$ cat config.mk
export PLATFORM = sky130hd
export DESIGN_NAME = mcp4921_spi_m_axis_sink
export DESIGN_NICKNAME = d
export VERILOG_FILES = /design/src/rtl/mcp_spi_pkg.sv /design/src/rtl/spi_sck_gen.sv /design/src/rtl/mcp4921_spi_m_axis_sink.sv
export SDC_FILE = /design/constraint.sdc
export NUM_CORES = 1
export LEC_CHECK = 0
export CAP_MARGIN = 20
export CORE_MARGIN = 2
export CORE_UTILIZATION = 35
export DETAILED_ROUTE_END_ITERATION = 10
export GPL_TIMING_DRIVEN = 0
export PLACE_DENSITY = 0.63
export SLEW_MARGIN = 10
export SYNTH_ARGS = -nofsm -noshare
export SYNTH_HDL_FRONTEND = slang
export SYNTH_SLANG_ARGS = --single-unit
$ cat constraint.sdc
create_clock -name clk -period 2.2 [get_ports clk]
set_input_delay 0.33 -clock clk [delete_from_list [all_inputs] [get_ports clk]]
set_output_delay 0.33 -clock clk [all_outputs]
set_load 0.01 [all_outputs]
$ cat src/rtl/mcp_spi_pkg.sv
// Shared definitions for the MCP492x SPI DAC transmit path: FSM states,
// command word layout and a helper that assembles the 16-bit DAC command.
package mcp_spi_pkg;

    localparam int DAC_WORD_W = 16;
    localparam int DAC_DATA_W = 12;

    localparam int CMD_AB_BIT   = 15;
    localparam int CMD_BUF_BIT  = 14;
    localparam int CMD_GA_BIT   = 13;
    localparam int CMD_SHDN_BIT = 12;
    localparam int CMD_DATA_MSB = 11;
    localparam int CMD_DATA_LSB = 0;

    typedef enum logic [2:0] {
        ST_IDLE  = 3'd0,
        ST_SETUP = 3'd1,
        ST_SHIFT = 3'd2,
        ST_LDAC  = 3'd3,
        ST_GAP   = 3'd4
    } state_e;

    function automatic logic [DAC_WORD_W-1:0] build_cmd(
        input logic                  ab,
        input logic                  vref_buf,
        input logic                  ga_n,
        input logic                  shdn_n,
        input logic [DAC_DATA_W-1:0] data
    );
        logic [DAC_WORD_W-1:0] w;
        w                            = '0;
        w[CMD_AB_BIT]                = ab;
        w[CMD_BUF_BIT]               = vref_buf;
        w[CMD_GA_BIT]                = ga_n;
        w[CMD_SHDN_BIT]              = shdn_n;
        w[CMD_DATA_MSB:CMD_DATA_LSB] = data;
        return w;
    endfunction

endpackage

$ cat src/rtl/spi_sck_gen.sv
// SPI clock divider: registered sck level plus one-cycle rise/fall strikes that
// mark the edge at which sck changes. Disabled => counter cleared, sck low.
module spi_sck_gen #(
    parameter int unsigned SCK_DIV = 10
) (
    input  logic clk,
    input  logic rst_n,
    input  logic en,
    input  logic stop,
    output logic sck,
    output logic rise,
    output logic fall
);

    localparam int unsigned HALF  = SCK_DIV / 2;
    localparam int unsigned DIV_W = $clog2(SCK_DIV);

    logic [DIV_W-1:0] div_q, div_d;
    logic             sck_q, sck_d;

    always_comb begin
        rise  = en && (div_q == DIV_W'(HALF - 1));
        fall  = en && (div_q == DIV_W'(SCK_DIV - 1));
        div_d = '0;
        sck_d = 1'b0;
        if (en) begin
            div_d = fall ? '0 : div_q + DIV_W'(1);
            sck_d = sck_q;
            // stop suppresses the level change but the strike still marks the boundary
            if (rise && !stop) begin
                sck_d = 1'b1;
            end else if (fall) begin
                sck_d = 1'b0;
            end
        end
    end

    always_ff @(posedge clk or negedge rst_n) begin
        if (!rst_n) begin
            div_q <= '0;
            sck_q <= 1'b0;
        end else begin
            div_q <= div_d;
            sck_q <= sck_d;
        end
    end

    assign sck = sck_q;

endmodule

$ cat src/rtl/mcp4921_spi_m_axis_sink.sv
// AXI4-Stream sink serialising one 16-bit MCP492x command per accepted sample, then pulsing ldac.
// First sck rise HALF clk after handshake; tready low from handshake until the post-ldac gap ends.
module mcp4921_spi_m_axis_sink
    import mcp_spi_pkg::*;
#(
    parameter int unsigned SCK_DIV   = 10,
    parameter logic        CH        = 1'b0,
    parameter logic        BUF       = 1'b0,
    parameter logic        GA_N      = 1'b1,
    parameter logic        SHDN_N    = 1'b1,
    parameter int unsigned LDAC_CLKS = 2,
    parameter int unsigned GAP_CLKS  = 50
) (
    input  logic                  clk,
    input  logic                  rst_n,
    input  logic [DAC_WORD_W-1:0] s_axis_dac_tdata,
    input  logic                  s_axis_dac_tvalid,
    output logic                  s_axis_dac_tready,
    output logic                  cs,
    output logic                  sck,
    output logic                  mosi,
    output logic                  ldac
);

    localparam int unsigned DLY_MAX = (LDAC_CLKS > GAP_CLKS) ? LDAC_CLKS : GAP_CLKS;
    localparam int unsigned DLY_W   = $clog2(DLY_MAX + 1);

    state_e                state_q, state_d;
    logic [DAC_WORD_W-1:0] word_q, word_d;
    logic [3:0]            bit_q, bit_d;
    logic [DLY_W-1:0]      dly_q, dly_d;
    logic                  cs_q, cs_d;
    logic                  mosi_q, mosi_d;
    logic                  ldac_q, ldac_d;
    logic                  tready_q, tready_d;

    logic sck_en, sck_stop, sck_rise, sck_fall;
    logic unused_tdata_hi;

    assign unused_tdata_hi = ^s_axis_dac_tdata[DAC_WORD_W-1:DAC_DATA_W];

    assign sck_en   = (state_q == ST_SETUP) || (state_q == ST_SHIFT);
    // the rise strike after bit 0's low phase ends the frame instead of clocking a 17th bit
    assign sck_stop = (state_q == ST_SHIFT) && (bit_q == 4'd0);

    spi_sck_gen #(
        .SCK_DIV (SCK_DIV)
    ) u_sck_gen (
        .clk   (clk),
        .rst_n (rst_n),
        .en    (sck_en),
        .stop  (sck_stop),
        .sck   (sck),
        .rise  (sck_rise),
        .fall  (sck_fall)
    );

    always_comb begin
        state_d = state_q;
        word_d  = word_q;
        bit_d   = bit_q;
        dly_d   = dly_q;
        mosi_d  = mosi_q;

        case (state_q)
            ST_IDLE: begin
                if (s_axis_dac_tvalid && tready_q) begin
                    word_d  = build_cmd(CH, BUF, GA_N, SHDN_N,
                                        s_axis_dac_tdata[DAC_DATA_W-1:0]);
                    mosi_d  = word_d[DAC_WORD_W-1];
                    bit_d   = 4'd15;
                    state_d = ST_SETUP;
                end
            end
            ST_SETUP: begin
                if (sck_rise) begin
                    bit_d   = 4'd15;
                    state_d = ST_SHIFT;
                end
            end
            ST_SHIFT: begin
                if (sck_rise) begin
                    if (bit_q == 4'd0) begin
                        dly_d   = '0;
                        state_d = ST_LDAC;
                    end else begin
                        bit_d = bit_q - 4'd1;
                    end
                end else if (sck_fall && (bit_q != 4'd0)) begin
                    mosi_d = word_q[bit_q - 4'd1];
                end
            end
            ST_LDAC: begin
                if (dly_q == DLY_W'(LDAC_CLKS - 1)) begin
                    dly_d   = '0;
                    state_d = ST_GAP;
                end else begin
                    dly_d = dly_q + DLY_W'(1);
                end
            end
            ST_GAP: begin
                if (dly_q == DLY_W'(GAP_CLKS - 1)) begin
                    dly_d   = '0;
                    state_d = ST_IDLE;
                end else begin
                    dly_d = dly_q + DLY_W'(1);
                end
            end
            default: begin
                state_d = ST_IDLE;
                dly_d   = '0;
                bit_d   = 4'd15;
            end
        endcase

        cs_d     = !((state_d == ST_SETUP) || (state_d == ST_SHIFT));
        ldac_d   = (state_d != ST_LDAC);
        tready_d = (state_d == ST_IDLE);
        if (cs_d) begin
            mosi_d = 1'b0;
        end
    end

    always_ff @(posedge clk or negedge rst_n) begin
        if (!rst_n) begin
            state_q  <= ST_IDLE;
            word_q   <= '0;
            bit_q    <= 4'd15;
            dly_q    <= '0;
            cs_q     <= 1'b1;
            mosi_q   <= 1'b0;
            ldac_q   <= 1'b1;
            tready_q <= 1'b0;
        end else begin
            state_q  <= state_d;
            word_q   <= word_d;
            bit_q    <= bit_d;
            dly_q    <= dly_d;
            cs_q     <= cs_d;
            mosi_q   <= mosi_d;
            ldac_q   <= ldac_d;
            tready_q <= tready_d;
        end
    end

    assign s_axis_dac_tready = tready_q;
    assign cs                = cs_q;
    assign mosi              = mosi_q;
    assign ldac              = ldac_q;

endmodule

==> impl_metrics.yaml <==
status:
  outcome: "finished, final reports clean"
timing:
  period_share: 0.9174
  hold_viol_final: 0
  max_slew_margin: 0.4896
  rsz0062_at_grt: "no"
  setup_tns_ps: 0
  setup_violations: 0
  fmax_ghz: 0.4955
  layout_min_cycle_time_ps: 2018
  hold_ws_ps: 117.6
  tightestPinTransition_ps: 765.7
  slew_violations: 0
  fin_worst_skew_ps: 11.33
clock_network:
  cts_buffers: 5
  cts_tree: "yes"
  cts-root-buf: "clkbuf_8"
  cts.sink_count: 35
  ctsHoldBuffers: 0
  h-tree-depth: 2
  clock_latency_ps: 290
  clk_pin_slew_ps: 80
  clockBufferDepth: 2
detailed_routing:
  routed_via_density: 4.824
  drtPass1Iterations: 4
  wl_met3_um: 99
  routedWlPerCell_um: 11.96
  met2_wirelength_mm: 1.569
  totalWireLength_mm: 3.457
  postRouteAntennaNets: 0
  met1_length_mm: 1.721
  top_layer_used: "met4"
  drc_errors: 0
  initialDrtViolationCount: 76
  num_vias: 1394
grt:
  grt_pass1_vias: 1368
  grt_usage: 0.1315
  grt_overflow_total: 0
  grt_pass1_wl_mm: 6.265
  grt_max_degree: 36
  antenna_found_initial: 0
critical_path:
  cp_max_fo: 5
  cp.required_ps: 2370
  crit_path_cell_trace: "inv_1, ha_2, mux4_2, nor2b_1, a311oi_1, a211o_1, a21oi_2"
  worstSetupPathType: "reg -> reg"
  critPathMaxStageDelay_ps: 570
  critPathTopFamily: "flip-flops"
  worstPathArrival_ps: 2190
  crit_buf_inv: 1
  cp_slowest_cell: "dfstp_2"
  critPathLaunchType: "register"
  crit_path_end_kind: "register"
worst_hold_path:
  hp-class: "in -> async"
synth:
  synth.avg_cell_area_um2: 9.703
  synth_edf_count: 0
  yosysTopAreaCell: "dfrtp_1"
  netlist.area_leader.share: 0.3895
  syn_inst: 192
  syn_nets: 217
  synth_ff_type: "dfrtp_1"
  yosysSeqAreaShare: 0.4741
  ys_warn_count: 0
  synthDistinctLibCells: 44
  synth_area_leaders: "dfrtp_1, nand2_1, dfstp_2"
  async_flop_share: 1.000
  synth_area_mm2: 0.001863
  ys_ff_latch: 35
floorplanning:
  design.core.area_mm2: 0.005107
  die_h_um: 76.96
  die_w_um: 76.96
  ios: 24
  start_util: 0.3648
  die-area_mm2: 0.005923
  core.rowCount: 26
layout:
  seq_area_um2: 883.3
  final_common_cell: "nand2_1"
  area_growth_syn_to_layout_pct: 20.01
  num_antenna_cells: 0
  post-route-util: 0.4378
  nNetsFinal: 243
  multi_input_area_um2: 904.6
  final_layout_size_suffix_gt1_frac: 0.1507
  mostFrequentLayoutCells: "nand2_1, dfrtp_1, clkdlybuf4s50_1, inv_1, nor2_1"
  final.fill_count: 517
pwr:
  p_leak_nw: 1.035
  powerDensity_mw_per_mm2: 1096
  ir_drop_mv: 0.5301
placed_design:
  hpwl_mm: 2.547
  portBuffers: 19
  place_congestion: 0.7488
run:
  drv_cap: 0
flip-flops by register name, summed over array words and instances, names as in the netlist:
| register | cells |
|---|---|
| word_q | 13 |
| dly_q | 6 |
| bit_q | 4 |
| u_sck_gen.div_q | 4 |
| state_q | 3 |
| cs | 1 |
| ldac | 1 |
| mosi | 1 |
| s_axis_dac_tready | 1 |
| u_sck_gen.sck | 1 |
metal layers:
| layer | vias to the layer above | global-route usage |
|---|---|---|
| met2 | 24 | 0.1956 |
| met1 | 655 | 0.1839 |
| met5 | - | 0 |
| met4 | 0 | 0.06545 |
| li1 | 710 | - |
| met3 | 5 | 0.02353 |
repair_timing:
| action | CTS | global route |
|---|---|---|
| pin swaps | 0 | 0 |
| gates resized for setup | 3 | 0 |
| endpoints found under the setup margin | 2 | 1 |
| buffers inserted | 0 | 1 |
worst paths after layout:
check	start	endpoint	slack, ps	depth (start not counted)
setup / recovery	bit_q[0]	mosi	180	7
min in group clk	word_q[9]	word_q[9]	480	2
hold reg to reg	word_q[9]	word_q[9]	480	2
max in group asynchronous	rst_n	s_axis_dac_tready	1600	1
hold / removal	rst_n	mosi	120	1
setup reg to reg	bit_q[0]	mosi	180	7
logic make-up (layout without fill, tap and decap cells):
logic type | count (synthesis) | count (layout) | synth area share
buffers and inverters | 19 | 46 | 0.04701
AOI/OAI and AO/OA | 34 | 34 | 0.1236
and+or+nand+nor | 86 | 86 | 0.2310
muxes | 6 | 6 | 0.05574
xor gates and xnor gates | 6 | 6 | 0.02821
adders and majority gates | 6 | 6 | 0.04029
DFF | 35 | 35 | 0.4741
area by class of cell:
type                       count  share of cell area
buffer                         7             0.01735
clock buffer                   6             0.03246
clock inverter                 2            0.005596
inverter                      11             0.01959
multi-input combinational    138              0.4046
sequential                    35              0.3951
tap                           70             0.03917
timing repair buffer          20             0.08618
through the flow:
| step | power, mW | instance area, µm² | worst slack, ps | instances |
|---|---|---|---|---|
| after floorplan | 1.722 | 1863 | 178.3 | 192 |
| after global routing | 2.680 | 2236 | 90.56 | 289 |
| final | 2.451 | 2236 | 181.8 | 289 |
| after CTS | 2.482 | 2233 | 10.80 | 289 |
| after global placement | 1.995 | 2141 | -9.449 | 281 |
| after detailed placement | 2.008 | 2136 | -3.229 | 281 |
power breakdown:
group	switching [mW]	internal (mW)	total, mW
Sequential	0.111	0.846	0.957
Combinational	0.586	0.458	1.04
Clock	0.228	0.221	0.449
Total	0.925	1.53	2.45
synthesized netlist by cell type, types with 5 or more instances:
library cell  count
buf_2             5
o21ai_0           7
a21oi_1           8
nand2_1          43
nor3b_1           6
ha_1              6
nor2_1           10
dfrtp_1          29
dfstp_2           6
a21o_1            5
inv_1            10
No activity file was read; power rests on OpenSTA's default activity.
